==> config.mk <==
export PLATFORM = sky130hd
export DESIGN_NAME = drive_cmd_conditioner
export DESIGN_NICKNAME = d
export VERILOG_FILES = /design/src/rtl/drive_pkg.sv /design/src/rtl/btn_debounce.sv /design/src/rtl/drive_cmd_conditioner.sv
export SDC_FILE = /design/constraint.sdc
export NUM_CORES = 1
export LEC_CHECK = 0
export ABC_AREA = 1
export BUFFER_PORTS_ARGS = -buffer_cell sky130_fd_sc_hd__clkbuf_2
export CAP_MARGIN = 0
export CORE_UTILIZATION = 35
export DETAILED_ROUTE_END_ITERATION = 10
export PLACE_DENSITY = 0.53
export SLEW_MARGIN = 20
export SYNTH_ARGS = -nofsm -noshare
export SYNTH_HDL_FRONTEND = slang
export SYNTH_SLANG_ARGS = --single-unit
export TNS_END_PERCENT = 5
==> constraint.sdc <==
create_clock -name clk_100hz -period 1.18 [get_ports clk_100hz]
set_input_delay 0.236 -clock clk_100hz [delete_from_list [all_inputs] [get_ports clk_100hz]]
set_output_delay 0.236 -clock clk_100hz [all_outputs]
set_load 0.01 [all_outputs]
==> src/rtl/drive_pkg.sv <==
// Shared definitions for the drive command path: FSM states and the 3-bit
// command codes understood by the downstream driving FSM.
package drive_pkg;

    typedef enum logic [1:0] {
        ST_IDLE    = 2'd0,
        ST_ISSUE   = 2'd1,
        ST_LOCKOUT = 2'd2
    } state_t;

    typedef enum logic [2:0] {
        CMD_NONE     = 3'b000,
        CMD_RIGHT    = 3'b001,
        CMD_LEFT     = 3'b010,
        CMD_STRAIGHT = 3'b011,
        CMD_BACK     = 3'b100
    } cmd_t;

    // Press vector order is {straight, right, left, back}; bit 3 has top priority.
    function automatic cmd_t pick_cmd(input logic [3:0] presses);
        if (presses[3])      return CMD_STRAIGHT;
        else if (presses[2]) return CMD_RIGHT;
        else if (presses[1]) return CMD_LEFT;
        else if (presses[0]) return CMD_BACK;
        else                 return CMD_NONE;
    endfunction

    function automatic logic [3:0] cmd_onehot(input cmd_t cmd);
        case (cmd)
            CMD_STRAIGHT: return 4'b1000;
            CMD_RIGHT:    return 4'b0100;
            CMD_LEFT:     return 4'b0010;
            CMD_BACK:     return 4'b0001;
            default:      return 4'b0000;
        endcase
    endfunction

endpackage

==> src/rtl/btn_debounce.sv <==
// One raw button: 2-flop synchronizer, stability-count debouncer and a
// registered single-cycle press pulse on a debounced 0->1 transition.
module btn_debounce #(
    parameter int DEBOUNCE_TICKS = 5
) (
    input  logic clk_100hz,
    input  logic reset,
    input  logic btn,
    output logic press
);
    localparam int CW = (DEBOUNCE_TICKS < 1) ? 1 : $clog2(DEBOUNCE_TICKS + 1);

    logic          sync1;
    logic          sync2;
    logic          level;
    logic          level_q;
    logic [CW-1:0] cnt;

    always_ff @(posedge clk_100hz) begin
        if (reset) begin
            sync1   <= 1'b0;
            sync2   <= 1'b0;
            level   <= 1'b0;
            level_q <= 1'b0;
            cnt     <= '0;
            press   <= 1'b0;
        end else begin
            // NOTE: non-blocking assignments so every flop samples the pre-edge value; blocking here would collapse the synchronizer chain.
            sync1   <= btn;
            sync2   <= sync1;
            level_q <= level;
            press   <= level & ~level_q;
            if (sync2 == level) begin
                cnt <= '0;
            end else if (cnt >= CW'(DEBOUNCE_TICKS - 1)) begin
                level <= sync2;
                cnt   <= '0;
            end else begin
                cnt <= cnt + 1'b1;
            end
        end
    end

endmodule

==> src/rtl/drive_cmd_conditioner.sv <==
// Turns four raw buttons into single, rate-limited drive commands.
// Build option CMD_HOLD_EN: hold the issued command high through lockout.
module drive_cmd_conditioner
    import drive_pkg::*;
#(
    parameter int DEBOUNCE_TICKS = 5,
    parameter int LOCKOUT_TICKS  = 100
) (
    input  logic       clk_100hz,
    input  logic       reset,
    input  logic       enable,
    input  logic       btn_straight,
    input  logic       btn_right,
    input  logic       btn_left,
    input  logic       btn_back,
    output logic       go_straight_command,
    output logic       turn_right_command,
    output logic       turn_left_command,
    output logic       turn_back_command,
    output logic [2:0] cmd_code,
    output logic       lockout_active
);
    localparam int LW = (LOCKOUT_TICKS < 1) ? 1 : $clog2(LOCKOUT_TICKS + 1);

    logic [3:0]    press_vec;
    state_t        state, state_next;
    cmd_t          cmd_lat, cmd_next;
    logic [LW-1:0] lock_cnt;
    logic          cmd_active;
    logic [3:0]    cmds_d;
    logic [2:0]    code_d;
    logic          lockout_d;

    btn_debounce #(.DEBOUNCE_TICKS(DEBOUNCE_TICKS)) u_db_straight (
        .clk_100hz(clk_100hz), .reset(reset), .btn(btn_straight), .press(press_vec[3]));
    btn_debounce #(.DEBOUNCE_TICKS(DEBOUNCE_TICKS)) u_db_right (
        .clk_100hz(clk_100hz), .reset(reset), .btn(btn_right), .press(press_vec[2]));
    btn_debounce #(.DEBOUNCE_TICKS(DEBOUNCE_TICKS)) u_db_left (
        .clk_100hz(clk_100hz), .reset(reset), .btn(btn_left), .press(press_vec[1]));
    btn_debounce #(.DEBOUNCE_TICKS(DEBOUNCE_TICKS)) u_db_back (
        .clk_100hz(clk_100hz), .reset(reset), .btn(btn_back), .press(press_vec[0]));

    always_ff @(posedge clk_100hz) begin
        if (reset) begin
            state    <= ST_IDLE;
            cmd_lat  <= CMD_NONE;
            lock_cnt <= '0;
        end else begin
            state   <= state_next;
            cmd_lat <= cmd_next;
            if (state != ST_LOCKOUT)
                lock_cnt <= '0;
            else if (lock_cnt < LW'(LOCKOUT_TICKS - 1))
                lock_cnt <= lock_cnt + 1'b1;
        end
    end

    always_comb begin
        // NOTE: defaults first so every path assigns both outputs; otherwise synthesis infers latches.
        state_next = state;
        cmd_next   = cmd_lat;
        if (!enable) begin
            state_next = ST_IDLE;
        end else begin
            case (state)
                ST_IDLE: begin
                    if (|press_vec) begin
                        state_next = ST_ISSUE;
                        cmd_next   = pick_cmd(press_vec);
                    end
                end
                ST_ISSUE:   state_next = ST_LOCKOUT;
                ST_LOCKOUT: begin
                    if (lock_cnt >= LW'(LOCKOUT_TICKS - 1))
                        state_next = ST_IDLE;
                end
                default:    state_next = ST_IDLE;
            endcase
        end
    end

    // Outputs are decoded from the next state and registered, so they line up with the state.
    always_comb begin
`ifdef CMD_HOLD_EN
        cmd_active = (state_next == ST_ISSUE) || (state_next == ST_LOCKOUT);
`else
        cmd_active = (state_next == ST_ISSUE);
`endif
        cmds_d    = cmd_active ? cmd_onehot(cmd_next) : 4'b0000;
        code_d    = (state_next == ST_ISSUE) ? cmd_next : cmd_code;
        lockout_d = (state_next == ST_LOCKOUT);
    end

    always_ff @(posedge clk_100hz) begin
        if (reset) begin
            go_straight_command <= 1'b0;
            turn_right_command  <= 1'b0;
            turn_left_command   <= 1'b0;
            turn_back_command   <= 1'b0;
            cmd_code            <= CMD_NONE;
            lockout_active      <= 1'b0;
        end else begin
            go_straight_command <= cmds_d[3];
            turn_right_command  <= cmds_d[2];
            turn_left_command   <= cmds_d[1];
            turn_back_command   <= cmds_d[0];
            cmd_code            <= code_d;
            lockout_active      <= lockout_d;
        end
    end

endmodule

==> summary.txt, run 1 <==
Synthesis
  • Post-synth top area cell: dfxtp_1
  • Mapped Area: around 1900 µm²
  • Sequential area share after synthesis: a little over half
  • Synthesized flop and latch total: 52
  • Ranking of synthesized cells by area: dfxtp_1, inv_1, nor2_1
  • Synth warn: 0
  • Post-synthesis average cell area: 8.21 µm²
  • Syn_nets: 252
  • Distinct cells, synth: 23
  • Post-Syn Instances: roughly 240
  • Area share of the largest cell type after synthesis: about 54%

Pwr
  • Power Dens Cells: ~1300 nW/µm²
  • P_leak: between 0.0009 and 0.001 µW
  • Power consumption: roughly 2900 µW
  • VDD IR max: between 500 and 600 µV

Global routing
  • Global Route Usage Sum: 10.5%
  • Vias in the first global route: 1210
  • Initial antenna violation count: 0
  • First-pass GRT wire length: about 4900 µm
  • Overflow after GRT: 0
  • Pin count of the biggest net entering global routing: 18

Setup path
  • R2R depth: 7
  • Critical path cell sequence: inv_2, nand2_2, nor2_4, nand4_1, nand2_1, nand3_1, nor2_1
  • Worst setup endpoint: turn_back_command
  • R2R Path Start: state[1]
  • Crit path DAT: approximately 1400 ps
  • Slowest stage delay, CP: 330 ps
  • Setup slack, reg-to-reg: ~41 ps
  • Critical path type: reg -> reg
  • Reg-to-Reg End: turn_back_command
  • Critical path startpoint: state[1]
  • Worst Setup End Kind: register
  • Max FO, Critical Path: 4
  • Crit path required time: roughly 1400 ps
  • CP Launch Type: register
  • Worst-path cell with the longest stage delay: dfxtp_2

STA
  • Final Setup Violations: 0
  • Setup TNS: 0 ps
  • Fin. max-slew vios: 0
  • Tcrit/Tclk final: between 90% and 100%
  • Final Critical Period: between 1000 and 1500 ps
  • Slew HR: 79.7%
  • Hold WS: 110 ps
  • Final hold violations: 0
  • Worst Tran Pin Value: 303 ps
  • Max Clock Freq: ~0.9 GHz
  • Max Clock Skew: roughly 7 ps
  • Unrepaired setup endpoints after global routing: yes

Final layout
  • # diodes: 0
  • FILL cells: approximately 550
  • Final Cell Area: around 2300 µm²
  • Final net count: approximately 280
  • Commonest non-fill, non-tap cell in the layout: inv_1
  • Layout cell share with drive strength beyond 1: roughly 17%
  • Final Util: a little over two fifths
  • Multi-input logic area: 704 µm²
  • Sequential cell area: ~1000 µm²
  • Synth-to-Final Area Change: 16.3%
  • Most frequent cells in the layout: inv_1, dfxtp_1, nor2_1, nand2_1, a21oi_1

CTS
  • CTS Sinks: 52
  • Maximum buffer depth of the clock tree: 2
  • CTS tree: yes
  • Reg clk slew, reported paths: roughly 100 ps
  • Setup repair bufs after CTS: 0
  • CTS H-tree depth: 2
  • Hold-fix buffers, CTS: 0
  • Num CTS Buffers: 5
  • Clock Latency Late Sink: about 300 ps
  • Clk root buf: clkbuf_8

Floorplan
  • Core ar.: between 5000 and 6000 µm²
  • Rows: 26
  • Io pins: 15
  • Die area: 5840 µm²
  • Die Height: between 70 and 80 µm
  • Initial Util: a little under two fifths
  • DIE WIDTH: roughly 76 µm

Detailed routing
  • Initial DRC count: 41
  • Routed wire length: roughly 2800 µm
  • DR vias: around 1400
  • Wirelength per Cell: 8.57 µm
  • DRC violations left: 0
  • First-pass DRT Iterations: 4
  • Via/cell ratio: between 4 and 5
  • DRT antenna net count: 0

Place
  • Post-DP HPWL: roughly 2100 µm
  • Port Buf Inserts: 14
  • DP Area: between 2000 and 2500 µm²
  • Gpl congestion: approximately 0.74

Job
  • Number of max-cap violations: 0

Status
  • Outcome: finished clean

Worst hold path
  • Hold Crit Start: btn_back
  • Hold WC Path Type: in -> reg
==> state kept, by name (all words and copies together) (netlist names), 2 cells and up <==
| register | cells |
|---|---|
| lock_cnt | 7 |
| u_db_back.cnt | 3 |
| state | 2 |
| u_db_left.cnt | 3 |
| cmd_lat | 3 |
| u_db_right.cnt | 3 |
| cmd_code | 3 |
| u_db_straight.cnt | 3 |
==> area by class of cell <==
class                   instances  area share (%)
inverters                      56            9.32
flip-flops and latches         52            46.4
well taps                      70            3.88
repair buffers                 20            5.11
multi-input cells             125            31.2
clock buffers                   5            3.05
clock inverters                 3           0.999
==> cell families after synthesis <==
family | after synthesis | synth area share [%]
AOI/OAI and AO/OA | 33 | 9.55
xor gates and xnor gates | 2 | 0.904
adders and majority gates | 9 | 5.81
buffers and inverters | 59 | 11.6
DFF | 52 | 53.7
and+or+nand+nor | 81 | 18.5
==> Yosys cell counts, drive strengths merged <==
cell type and n:
inv 56, dfxtp 52, nor2 41, nand2 20
a21oi 17, nand3 10, o21ai 10, ha 9
nor3 5, nand4 4, o211ai 4, a31oi 2
buf 2, xor2 2, clkbuf 1, or2 1
==> critical path, delay by kind of cell (launching register included) <==
kind	cells	cell delay, ps
flip-flops	1	330
buffers and inverters	1	70
AND/OR/NAND/NOR	6	690
==> power by group <==
part           internal, µW  switching [µW]
combinational          30.1            44.7
clock                   426             584
sequential             1770            8.07
total                  2230             637
==> worst min path at each step <==
stage          slack, ps  cells past startpoint          endpoint
5_1_grt              100                      3   u_db_back.sync1
2_1_floorplan        340                      2   u_db_back.sync1
4_1_cts               90                      3  u_db_right.sync1
3_3_place_gp         380                      1  u_db_right.press
6_report             110                      3   u_db_back.sync1
3_5_place_dp         380                      1  u_db_right.press
==> per-stage QoR <==
step           std cells  setup slack (ps)
3_5_place_dp         323             -13.7
5_1_grt              331              -104
4_1_cts              331              15.3
2_1_floorplan        236              64.4
6_report             331              41.0
3_3_place_gp         323              24.3
==> per-layer routing <==
metal / routed length, µm / global-route usage, % / part of all wire, %
met2: 1290 / 16.9 / 45
met4: 31 / 5.19 / 1.1
met3: 81 / 3.35 / 2.9
met1: 1440 / 12.6 / 51
met5: 0 / 0 / 0
==> what timing repair did <==
item,4_1_cts,5_1_grt
pin swaps,0,6
resized for setup,1,12
endpoints found under the setup margin,1,10
No activity file was read; power rests on OpenSTA's default activity.
==> run 2: changes to the inputs <==
--- a/config.mk
+++ b/config.mk
@@ -9,7 +9,9 @@
 export BUFFER_PORTS_ARGS = -buffer_cell sky130_fd_sc_hd__clkbuf_2
 export CAP_MARGIN = 0
 export CORE_UTILIZATION = 35
+export CTS_BUF_LIST = sky130_fd_sc_hd__clkbuf_8
 export DETAILED_ROUTE_END_ITERATION = 10
+export HOLD_SLACK_MARGIN = 0.15
 export PLACE_DENSITY = 0.53
 export SLEW_MARGIN = 20
 export SYNTH_ARGS = -nofsm -noshare
==> summary.txt, run 2 (synthesis results as in run 1) <==
Place
  • Port Buf Inserts: 14
  • Pre-CTS setup slack: -13.7 ps
  • Gpl congestion: ~0.74
  • Post-DP HPWL: between 2000 and 2500 µm
  • DP Area: between 2000 and 2500 µm²

Pwr
  • VDD IR max: between 500 and 600 µV
  • Power consumption: around 2900 µW
  • Power Dens Cells: roughly 1300 nW/µm²
  • P_leak: 0.00102 µW

Floorplan
  • DIE WIDTH: 76.4 µm
  • Rows: 26
  • Initial Util: 37.2%
  • Die Height: roughly 76 µm
  • Core ar.: about 5200 µm²
  • Die area: approximately 5800 µm²
  • Io pins: 15

Setup path
  • Worst-path cell with the longest stage delay: dfxtp_2
  • CP Launch Type: register
  • Crit path DAT: roughly 1400 ps
  • Critical path cell sequence: inv_2, nand2_2, nor2_4, nand4_1, nand2_1, nand3_1, nor2_1
  • Max FO, Critical Path: 4
  • Crit path required time: 1420 ps
  • Worst Setup End Kind: register
  • Slowest stage delay, CP: around 330 ps
  • Critical path type: reg -> reg

Detailed routing
  • Initial DRC count: 35
  • Wirelength per Cell: about 8.5 µm
  • DR vias: 1402
  • First-pass DRT Iterations: 4
  • DRT antenna net count: 0
  • DRC violations left: 0
  • Routed wire length: 2860 µm
  • Via/cell ratio: around 4.2

CTS
  • Num CTS Buffers: 5
  • Clock Latency Late Sink: around 300 ps
  • Clk root buf: clkbuf_8
  • CTS Sinks: 52
  • Reg clk slew, reported paths: 90 ps
  • Maximum buffer depth of the clock tree: 2
  • CTS tree: yes
  • CTS H-tree depth: 2

Job
  • Number of max-cap violations: 0

STA
  • Tcrit/Tclk final: between 90 and 100%
  • Fin worst setup slack: a little over 40 ps
  • Slew HR: ~80%
  • Max Clock Skew: 6.91 ps
  • Final hold violations: 0
  • Final Critical Period: around 1100 ps
  • Final Setup Violations: 0
  • Hold WS: slightly below 200 ps
  • Setup TNS: 0 ps
  • Unrepaired setup endpoints after global routing: yes
  • Worst Tran Pin Value: between 300 and 400 ps
  • Fin. max-slew vios: 0
  • Max Clock Freq: 0.878 GHz

Final layout
  • Most frequent cells in the layout: inv_1, dfxtp_1, nor2_1, nand2_1, a21oi_1
  • Final net count: 280
  • Commonest non-fill, non-tap cell in the layout: inv_1
  • Max reg flops: 7
  • Synth-to-Final Area Change: 18.4%
  • Final Cell Area: approximately 2300 µm²
  • # diodes: 0
  • Reg with most FFs: lock_cnt
  • Layout cell share with drive strength beyond 1: 17.0%

Global routing
  • First-pass GRT wire length: a little under 5000 µm
  • Global Route Usage Sum: between 10% and 20%
  • Pin count of the biggest net entering global routing: 18
  • Initial antenna violation count: 0
  • Vias in the first global route: around 1200
  • Overflow after GRT: 0

Status
  • Outcome: finished clean

Worst hold path
  • Hold WC Path Type: in -> reg
-- run 2: layout make-up --
type,instances,area (µm²)
fillers,543,2910
flip-flops and latches,52,1050
multi-input cells,125,704
inverters,56,210
repair buffers,24,155
well taps,70,87.6
clock buffers,5,68.8
clock inverters,3,22.5
-- run 2: path summary, 6_finish.rpt --
check | cells after the start | start | to | slack, ps
setup / recovery | 7 | state[1] | turn_back_command | 40
hold / removal | 2 | reset | u_db_left.sync1 | 200
setup reg to reg | 7 | state[1] | turn_back_command | 40
hold reg to reg | 1 | u_db_left.level_q | u_db_left.press | 400
-- run 2: timing repair --
item,in CTS,in global routing
buffers inserted,0,0
endpoints found under the setup margin,1,10
hold endpoints to repair,4,0
resized for setup,1,12
pin swaps,0,6
hold buffers,4,0
-- run 2: critical path: cells and delay by family, from the launching register on --
kind | cells | cell delay (ps)
AND/OR/NAND/NOR | 6 | 690
flip-flops | 1 | 330
buffers and inverters | 1 | 70
-- run 2: where the power goes --
group          switching, µW  internal [µW]  total (µW)
clock network            585            426        1010
logic                   46.1           38.7        84.8
registers               8.03           1770        1780
total                    639           2230        2870
-- run 2: layer usage --
metal | wire length (µm) | track usage (%) | part of all wire (%) | vias up
met1 | 1440 | 12.6 | 50 | 608
li1 | - | - | - | 774
met4 | 31 | 5.19 | 1.1 | 0
met5 | 0 | 0 | 0 | -
met2 | 1300 | 17.1 | 46 | 16
met3 | 81 | 3.35 | 2.8 | 4
-- run 2: stage by stage --
step / cells / util, %
5_1_grt: 335 / 44.1
4_1_cts: 335 / 43.4
3_5_place_dp: 323 / 40.9
2_1_floorplan: 236 / -
3_3_place_gp: 323 / 40.9
6_report: 335 / 44.1
==> run 3: changes to the inputs <==
--- a/config.mk
+++ b/config.mk
@@ -12,7 +12,7 @@
 export CTS_BUF_LIST = sky130_fd_sc_hd__clkbuf_8
 export DETAILED_ROUTE_END_ITERATION = 10
 export HOLD_SLACK_MARGIN = 0.15
-export PLACE_DENSITY = 0.53
+export PLACE_DENSITY = 0.51
 export SLEW_MARGIN = 20
 export SYNTH_ARGS = -nofsm -noshare
 export SYNTH_HDL_FRONTEND = slang
==> constraint.sdc (replaced) <==
create_clock -name clk_100hz -period 1.2 [get_ports clk_100hz]
set_input_delay 0.24 -clock clk_100hz [delete_from_list [all_inputs] [get_ports clk_100hz]]
set_output_delay 0.24 -clock clk_100hz [all_outputs]
set_load 0.01 [all_outputs]
==> summary.txt, run 3 (synthesis results as in run 1) <==
Pwr
  • P_leak: between 0.001 and 0.0015 µW
  • Power Dens Cells: between 1000 and 1500 nW/µm²
  • Pint: between 2000 and 2500 µW
  • Sequential share of power: a little under three fifths
  • Clk network pwr share: roughly 40%
  • Combinational cell fraction of total power: around 2.7%
  • Switching power: 617 µW
  • VDD IR max: ~650 µV
  • Sw Share: ~20%

Floorplan
  • Io pins: 15
  • DIE WIDTH: 76.4 µm
  • Initial Util: a little under two fifths
  • Rows: 26
  • Die Height: roughly 76 µm
  • Core ar.: roughly 5200 µm²
  • Die area: between 5000 and 6000 µm²

Setup path
  • CP Launch Type: register
  • R2R depth: 6
  • Critical path type: reg -> reg
  • Crit path required time: roughly 1400 ps
  • Critical path startpoint: lock_cnt[2]
  • Crit path DAT: 1360 ps
  • R2R Path Start: lock_cnt[2]
  • Worst Setup End Kind: register
  • Max FO, Critical Path: 8

STA
  • Slew HR: between 80% and 90%
  • Final hold violations: 0
  • Hold WS: between 200 and 250 ps
  • Final Critical Period: between 1000 and 1500 ps
  • Tcrit/Tclk final: between 90% and 100%
  • Worst Tran Pin Value: roughly 300 ps
  • Max Clock Skew: 6.94 ps
  • Max Clock Freq: 0.887 GHz
  • Unrepaired setup endpoints after global routing: yes
  • Final Setup Violations: 0
  • Fin. max-slew vios: 0

Final layout
  • Final Util: ~44%
  • Synth-to-Final Area Change: 18.9%
  • Commonest non-fill, non-tap cell in the layout: inv_1
  • Layout cell share with drive strength beyond 1: between 10% and 20%
  • Reg with most FFs: lock_cnt
  • FILL cells: between 500 and 600
  • Max reg flops: 7
  • Final net count: between 200 and 300
  • # diodes: 0
  • Most frequent cells in the layout: inv_1, dfxtp_1, nor2_1, nand2_1, a21oi_1

Place
  • Post-DP HPWL: between 2000 and 2500 µm
  • Gpl congestion: between 0.7 and 0.8
  • Port Buf Inserts: 14

CTS
  • Clk root buf: clkbuf_8
  • Maximum buffer depth of the clock tree: 2
  • Reg clk slew, reported paths: about 90 ps
  • CTS tree: yes
  • CTS Sinks: 52
  • Clock Latency Late Sink: 300 ps
  • Num CTS Buffers: 5
  • CTS H-tree depth: 2
  • Setup repair bufs after CTS: 0

Detailed routing
  • Initial DRC count: 39
  • DR vias: ~1400
  • DRT antenna net count: 0
  • Via/cell ratio: about 4.1
  • Routed wire length: 2900 µm
  • Wirelength per Cell: roughly 8.7 µm
  • DRC violations left: 0
  • First-pass DRT Iterations: 2

Job
  • Number of max-cap violations: 0

Worst hold path
  • Hold WC Path Type: in -> reg
  • Min-Delay Path Depth: 2
  • Hold Crit Start: reset

Global routing
  • First-pass GRT wire length: ~5300 µm
  • Overflow after GRT: 0
  • Pin count of the biggest net entering global routing: 17
  • Global Route Usage Sum: approximately 11%
  • Vias in the first global route: approximately 1300
  • Initial antenna violation count: 0

Status
  • Outcome: finished clean
[run 3: stage by stage]
step                      cells  worst slack [ps]  cell area (µm²)  power, µW  TNS, ps
after global routing        334             -98.5             2300       3230     -288
after CTS                   334              26.3             2280       3130        0
after detailed placement    322             -3.83             2120       1860    -3.83
after floorplan             236              84.4             1940       1830        0
after global placement      322              11.5             2120       1860        0
final                       334              73.1             2300       3080        0
[run 3: timing repair]
action	CTS	global route
pin swaps	0	4
gates resized for setup	1	9
hold endpoints to repair	4	0
endpoints found under the setup margin	1	14
cloned	0	0
hold buffers	4	0
[run 3: worst max-delay path, cell delays in order (launching register included)]
cell and delay [ps]:
dfxtp_2 350, nor2_2 140, nand3_2 90, nand2_4 110, inv_2 50, or2_1 210, a21oi_2 110
[run 3: layer usage]
layer  up-vias  GRT usage (%)  routed length, µm
met3         5           4.43                111
met5         -              0                  0
li1        773              -                  -
met4         0           4.62                 36
met2        19           19.4               1290
met1       583           12.9               1460
[run 3: layout make-up]
cell class / instances / area (µm²) / share of cell area, %
repair buffers: 23 / 148 / 6.41
clock inverters: 2 / 38.8 / 1.68
flip-flops and latches: 52 / 1040 / 45.3
well taps: 70 / 87.6 / 3.80
clock buffers: 6 / 82.6 / 3.58
multi-input cells: 125 / 693 / 30.1
inverters: 56 / 210 / 9.12
[run 3: worst paths after layout]
| check | end | slack (ps) |
|---|---|---|
| worst max register to register | lock_cnt[0] | 70 |
| worst max-delay path | lock_cnt[0] | 70 |
| worst min register to register | u_db_left.press | 390 |
| worst min-delay path | u_db_back.sync2 | 220 |
[run 3: power by group through the flow]
stage | Clock, µW | Sequential, µW | Combinational [µW]
after floorplan | 0 | 1790 | 45.1
after global placement | 0 | 1790 | 73.3
after detailed placement | 0 | 1790 | 73.3
after CTS | 1300 | 1750 | 83.5
after global routing | 1380 | 1750 | 99.5
final | 1250 | 1750 | 84.3
